<file path="config.mk">
export PLATFORM = sky130hd
export DESIGN_NAME = mp_link_tx
export DESIGN_NICKNAME = d
export VERILOG_FILES = /design/src/rtl/mp_link_tx.sv
export SDC_FILE = /design/constraint.sdc
export NUM_CORES = 1
export LEC_CHECK = 0
export ABC_AREA = 1
export BUFFER_PORTS_ARGS = -buffer_cell sky130_fd_sc_hd__buf_2
export CORE_MARGIN = 2
export CORE_UTILIZATION = 25
export CTS_CLUSTER_SIZE = 40
export DETAILED_ROUTE_END_ITERATION = 10
export GPL_ROUTABILITY_DRIVEN = 0
export GPL_TIMING_DRIVEN = 1
export PLACE_DENSITY = 0.39
export SYNTH_ARGS = -nofsm -noshare
export SYNTH_HDL_FRONTEND = slang
export SYNTH_SLANG_ARGS = --single-unit
</file>
<file path="constraint.sdc">
create_clock -name clk -period 2.15 [get_ports clk]
set_clock_uncertainty 0.2 [all_clocks]
set_input_delay 0.43 -clock clk [delete_from_list [all_inputs] [get_ports clk]]
set_output_delay 0.43 -clock clk [all_outputs]
set_load 0.01 [all_outputs]
</file>
<file path="src/rtl/mp_link_tx.sv">
// Serial transmitter for the inter-board multiplayer link: 8N1-style frames of local score/pause/reload.
// Define MP_LINK_PARITY_EN to insert an even-parity bit after d7.
module mp_link_tx #(
  parameter int BIT_CYCLES       = 564,
  parameter int STOP_BITS        = 1,
  parameter int KEEPALIVE_CYCLES = 650_000
) (
  input  logic       clk,
  input  logic       rst,
  input  logic [3:0] score,
  input  logic       pause,
  input  logic       reload,
  input  logic       force_send,
  output logic       tx,
  output logic       busy,
  output logic       frame_done
);

  localparam int BAUD_W = (BIT_CYCLES > 1) ? $clog2(BIT_CYCLES) : 1;
  localparam int KA_W   = (KEEPALIVE_CYCLES > 1) ? $clog2(KEEPALIVE_CYCLES) : 1;
  localparam logic [BAUD_W-1:0] BAUD_LAST = BAUD_W'(BIT_CYCLES - 1);
  localparam logic [KA_W-1:0]   KA_LAST   = KA_W'(KEEPALIVE_CYCLES - 1);
  localparam logic [2:0]        STOP_LAST = 3'(STOP_BITS - 1);

  typedef enum logic [2:0] {
    S_IDLE,
    S_START,
    S_DATA,
`ifdef MP_LINK_PARITY_EN
    S_PARITY,
`endif
    S_STOP
  } state_t;

  state_t            state, state_next;
  logic [BAUD_W-1:0] baud_cnt, baud_next;
  logic [2:0]        bit_idx, bit_next;
  logic [7:0]        data_q, data_next;
  logic [KA_W-1:0]   ka_cnt, ka_next;
  logic              tx_next, done_next;
  logic              send_pending, pending_next;
  logic              reload_sticky, sticky_next;
  logic              bit_end, change, trig, go;

  // data_q doubles as the "last snapshot" used for change detection.
  assign bit_end = (baud_cnt == BAUD_LAST);
  assign change  = ({score, pause} != {data_q[3:0], data_q[4]});
  assign trig    = change | reload_sticky | force_send | ((state == S_IDLE) && (ka_cnt == KA_LAST));
  assign go      = (state == S_IDLE) && (send_pending || trig);

  // NOTE: every signal gets a default before the case so no path leaves one unassigned (no latches).
  always_comb begin
    state_next   = state;
    baud_next    = baud_cnt;
    bit_next     = bit_idx;
    data_next    = data_q;
    tx_next      = tx;
    done_next    = 1'b0;
    pending_next = go ? 1'b0 : (send_pending | trig);
    sticky_next  = go ? reload : (reload_sticky | reload);
    if (state != S_IDLE || go)  ka_next = '0;
    else if (ka_cnt != KA_LAST) ka_next = ka_cnt + 1'b1;
    else                        ka_next = ka_cnt;

    case (state)
      S_IDLE: begin
        if (go) begin
          state_next = S_START;
          baud_next  = '0;
          tx_next    = 1'b0;
          data_next  = {2'b10, reload_sticky, pause, score};
        end
      end
      S_START: begin
        if (bit_end) begin
          state_next = S_DATA;
          baud_next  = '0;
          bit_next   = 3'd0;
          tx_next    = data_q[0];
        end else begin
          baud_next  = baud_cnt + 1'b1;
        end
      end
      S_DATA: begin
        if (!bit_end) begin
          baud_next = baud_cnt + 1'b1;
        end else if (bit_idx != 3'd7) begin
          baud_next = '0;
          bit_next  = bit_idx + 3'd1;
          tx_next   = data_q[bit_idx + 3'd1];
        end else begin
          baud_next = '0;
          bit_next  = 3'd0;
`ifdef MP_LINK_PARITY_EN
          state_next = S_PARITY;
          tx_next    = ^data_q;
`else
          state_next = S_STOP;
          tx_next    = 1'b1;
`endif
        end
      end
`ifdef MP_LINK_PARITY_EN
      S_PARITY: begin
        if (bit_end) begin
          state_next = S_STOP;
          baud_next  = '0;
          bit_next   = 3'd0;
          tx_next    = 1'b1;
        end else begin
          baud_next  = baud_cnt + 1'b1;
        end
      end
`endif
      S_STOP: begin
        if (!bit_end) begin
          baud_next = baud_cnt + 1'b1;
        end else if (bit_idx != STOP_LAST) begin
          baud_next = '0;
          bit_next  = bit_idx + 3'd1;
        end else begin
          state_next = S_IDLE;
          baud_next  = '0;
          bit_next   = 3'd0;
          done_next  = 1'b1;
          tx_next    = 1'b1;
        end
      end
      default: begin
        state_next = S_IDLE;
        tx_next    = 1'b1;
      end
    endcase
  end

  // NOTE: sequential state uses non-blocking assignments so all flops update from pre-edge values.
  always_ff @(posedge clk) begin
    if (rst) begin
      state         <= S_IDLE;
      baud_cnt      <= '0;
      bit_idx       <= 3'd0;
      data_q        <= 8'h00;
      ka_cnt        <= '0;
      tx            <= 1'b1;
      frame_done    <= 1'b0;
      send_pending  <= 1'b1;
      reload_sticky <= 1'b0;
    end else begin
      state         <= state_next;
      baud_cnt      <= baud_next;
      bit_idx       <= bit_next;
      data_q        <= data_next;
      ka_cnt        <= ka_next;
      tx            <= tx_next;
      frame_done    <= done_next;
      send_pending  <= pending_next;
      reload_sticky <= sticky_next;
    end
  end

  assign busy = (state != S_IDLE);

endmodule

</file>
==> flow_metrics.py <==
metrics = {
    "global_routing": {
        "grt_overflow": 0,
        "grt_pass1_wl_um": 10400,
        "grt_usage": 0.115,
        "grt_max_degree": 19,
        "antenna_found_initial": 0,
        "grt_pass1_vias": 2238,
    },
    "clock_tree": {
        "hold_buffers": 0,
        "numCtsBuffers": 5,
        "cts_root_buf": "clkbuf_8",
        "htree_levels": 2,
        "clk_pin_slew_ns": 0.09,
        "cts_buffer_depth": 2,
        "post-cts-setup-buffer-count": 0,
        "clock_latency_ns": 0.29,
        "postCtsResizedCells": 0,
        "cts_tree": "done",
        "clock-sinks": 46,
    },
    "synthesis": {
        "synth_area_um2": 2600,
        "netlist.area_leader.share": 0.354,
        "synth_cell_type_count": 34,
        "postSynthAreaPerCell_um2": 6.66,
        "synth_top_area_cell": "dfxtp_1",
        "synth.area.top_cells": "dfxtp_1 (35%), nand2_1 (15%), inv_1 (8.5%)",
        "ys_top_cells_by_count": "nand2_1 (102), inv_1 (59), nor2_1 (59)",
        "synth_edf_count": 0,
        "yosysMostFrequentCell": "nand2_1",
        "ys_seq_area_frac": 0.354,
        "syn_inst": 391,
        "ys_async_sr_fraction": 0,
        "ys_ff_latch": 46,
        "synth_top_flop_cell": "dfxtp_1",
        "yosys_warnings": 0,
        "synth.net_count": 409,
    },
    "worst_setup_path": {
        "worstSetupStartpointType": "register",
        "crit_arrival_ns": 1.38,
        "critPathKind": "reg2out",
        "r2r_end": "ka_cnt[12]$_SDFFE_PP0P_",
        "cp.required_ns": 1.52,
        "critPathCaptureType": "primary output",
        "rr_worst_depth": 8,
        "critPathMaxFanout": 7,
        "reg2reg_from": "ka_cnt[0]$_SDFFE_PP0P_",
        "r2r_slack_ns": 0.20,
    },
    "hold_path": {
        "min_from": "rst",
        "hold_path_end": "frame_done$_SDFF_PP0_",
        "hp-class": "in2reg",
        "holdPathStages": 2,
    },
    "placed_design": {
        "placed_cell_area_um2": 2830,
        "buffer_ports.inserted": 11,
        "dpl.hpwl_um": 4470,
    },
    "finish": {
        "final_area_um2": 2920,
        "nets": 426,
        "antenna-diode-count": 0,
        "syn_to_final_growth_pct": 12.0,
        "n_fill_cell": 1155,
        "drive_gt1_frac": 0.110,
    },
    "floorplanning": {
        "start_util": 0.254,
        "rows": 37,
        "dieWidth_um": 106,
        "core_area_um2": 10200,
        "die_h_um": 106,
        "boundaryPins": 12,
        "die_area_um2": 11200,
    },
    "timing": {
        "hold_viol": 0,
        "min_period_ns": 2.01,
        "relSlewSlack": 0.761,
        "setup_tns_ns": 0,
        "max_freq_mhz": 496,
        "worst_slew_pin_slew_ns": 0.355,
        "post-route-period-util": 0.937,
        "rsz0062_at_grt": "no",
        "setup_viol": 0,
        "slew_violations": 0,
    },
    "routing": {
        "drt_wl_total_um": 5900,
        "ant_nets": 0,
        "drtIter0Drc": 74,
        "firstDrtPassIters": 5,
        "num_vias": 2299,
        "drcViolationCount": 0,
        "wl_per_cell_um": 10.8,
        "post_drt_via_cell_ratio": 4.22,
    },
    "run": {
        "drv_cap": 0,
    },
    "power_and_ir_drop": {
        "power.total_w": 0.00251,
        "vdd_drop_max_mv": 0.626,
        "cellPowerDensity_nw_per_um2": 861,
        "p_leak_nw": 1.23,
    },
    "run_status": {
        "status": "finished, final reports clean",
    },
}
## worst max-delay path, stage by stage (launching register included)
cell	delay, ns
dfxtp_1	0.37
inv_1	0.09
ha_1	0.21
inv_1	0.23
buf_2	0.19
## placed cells by master (no fill, tap or decap), drive strengths merged
master / n
xnor2: 5
o22ai: 2
nor4: 1
nand3: 25
dfxtp: 46
o21ai: 14
a211oi: 1
clkbuf: 5
nand3b: 3
nor3: 5
clkinv: 3
mux2i: 1
buf: 17
nand4: 9
nor2: 65
or2: 3
xor2: 5
a21oi: 21
clkinvlp: 1
ha: 9
nand2: 105
inv: 61
nor3b: 2
## area by class of cell
cell class	count	area, um^2	area share
multi-input cells	276	1400	0.481
flip-flops and latches	46	921	0.316
inverters	62	233	0.0798
well taps	136	170	0.0583
repair buffers	17	100	0.0343
clock buffers	5	68.8	0.0236
clock inverters	3	21.3	0.00729
## cells by family (layout without fill, tap and decap cells)
logic type,Yosys count,after routing,synth area share
adders and majority gates,9,9,0.0432
and+or+nand+nor,218,218,0.382
muxes,1,1,0.00384
AOI/OAI and AO/OA,38,38,0.0764
xor gates and xnor gates,10,10,0.0336
buffers and inverters,69,87,0.108
DFF,46,46,0.354
## worst max-delay path by stage
stage                            from                       end  slack [ns]  cells after the start
2_1_floorplan   state[0]$_SDFFE_PP0P_  baud_cnt[2]$_SDFFE_PP0P_        0.40                      7
3_3_place_gp               force_send    ka_cnt[0]$_SDFFE_PP0P_        0.21                      9
3_5_place_dp   ka_cnt[0]$_SDFFE_PP0P_   ka_cnt[14]$_SDFFE_PP0P_        0.20                      7
4_1_cts         state[0]$_SDFFE_PP0P_                      busy        0.12                      4
5_1_grt        ka_cnt[0]$_SDFFE_PP0P_   ka_cnt[14]$_SDFFE_PP0P_        0.03                      8
6_report        state[0]$_SDFFE_PP0P_                      busy        0.14                      4
## stage by stage
stage	hold WS (ns)	setup slack [ns]	utilization	std cells
2_1_floorplan	0.238	0.395	-	391
3_3_place_gp	0.250	0.210	0.276	537
3_5_place_dp	0.250	0.197	0.276	537
4_1_cts	0.150	0.116	0.285	545
5_1_grt	0.164	0.0252	0.285	545
6_report	0.157	0.136	0.285	545
## power by group
group | internal, W | switching (W) | total, W
sequential | 0.000969 | 0.0000960 | 0.00106
combinational | 0.000342 | 0.000557 | 0.000898
clock | 0.000229 | 0.000319 | 0.000548
## registers in the layout (all words and copies together), names as in the netlist
| register | flops |
|---|---|
| bit_idx | 3 |
| send_pending | 1 |
| tx | 1 |
| baud_cnt | 10 |
| ka_cnt | 20 |
| state | 2 |
| frame_done | 1 |
| reload_sticky | 1 |
| data_q | 7 |
## per-layer routing
metal  up-vias  global-route usage  share of wire  routed length [um]
met4         0              0.0282         0.0059                  35
met3         2              0.0221          0.021                 122
met5         -                   0              0                   0
li1       1249                   -              -                   -
met2        12               0.188           0.46                2720
met1      1036               0.155           0.51                3030
Note: power is estimated with default switching activity, not from simulation.
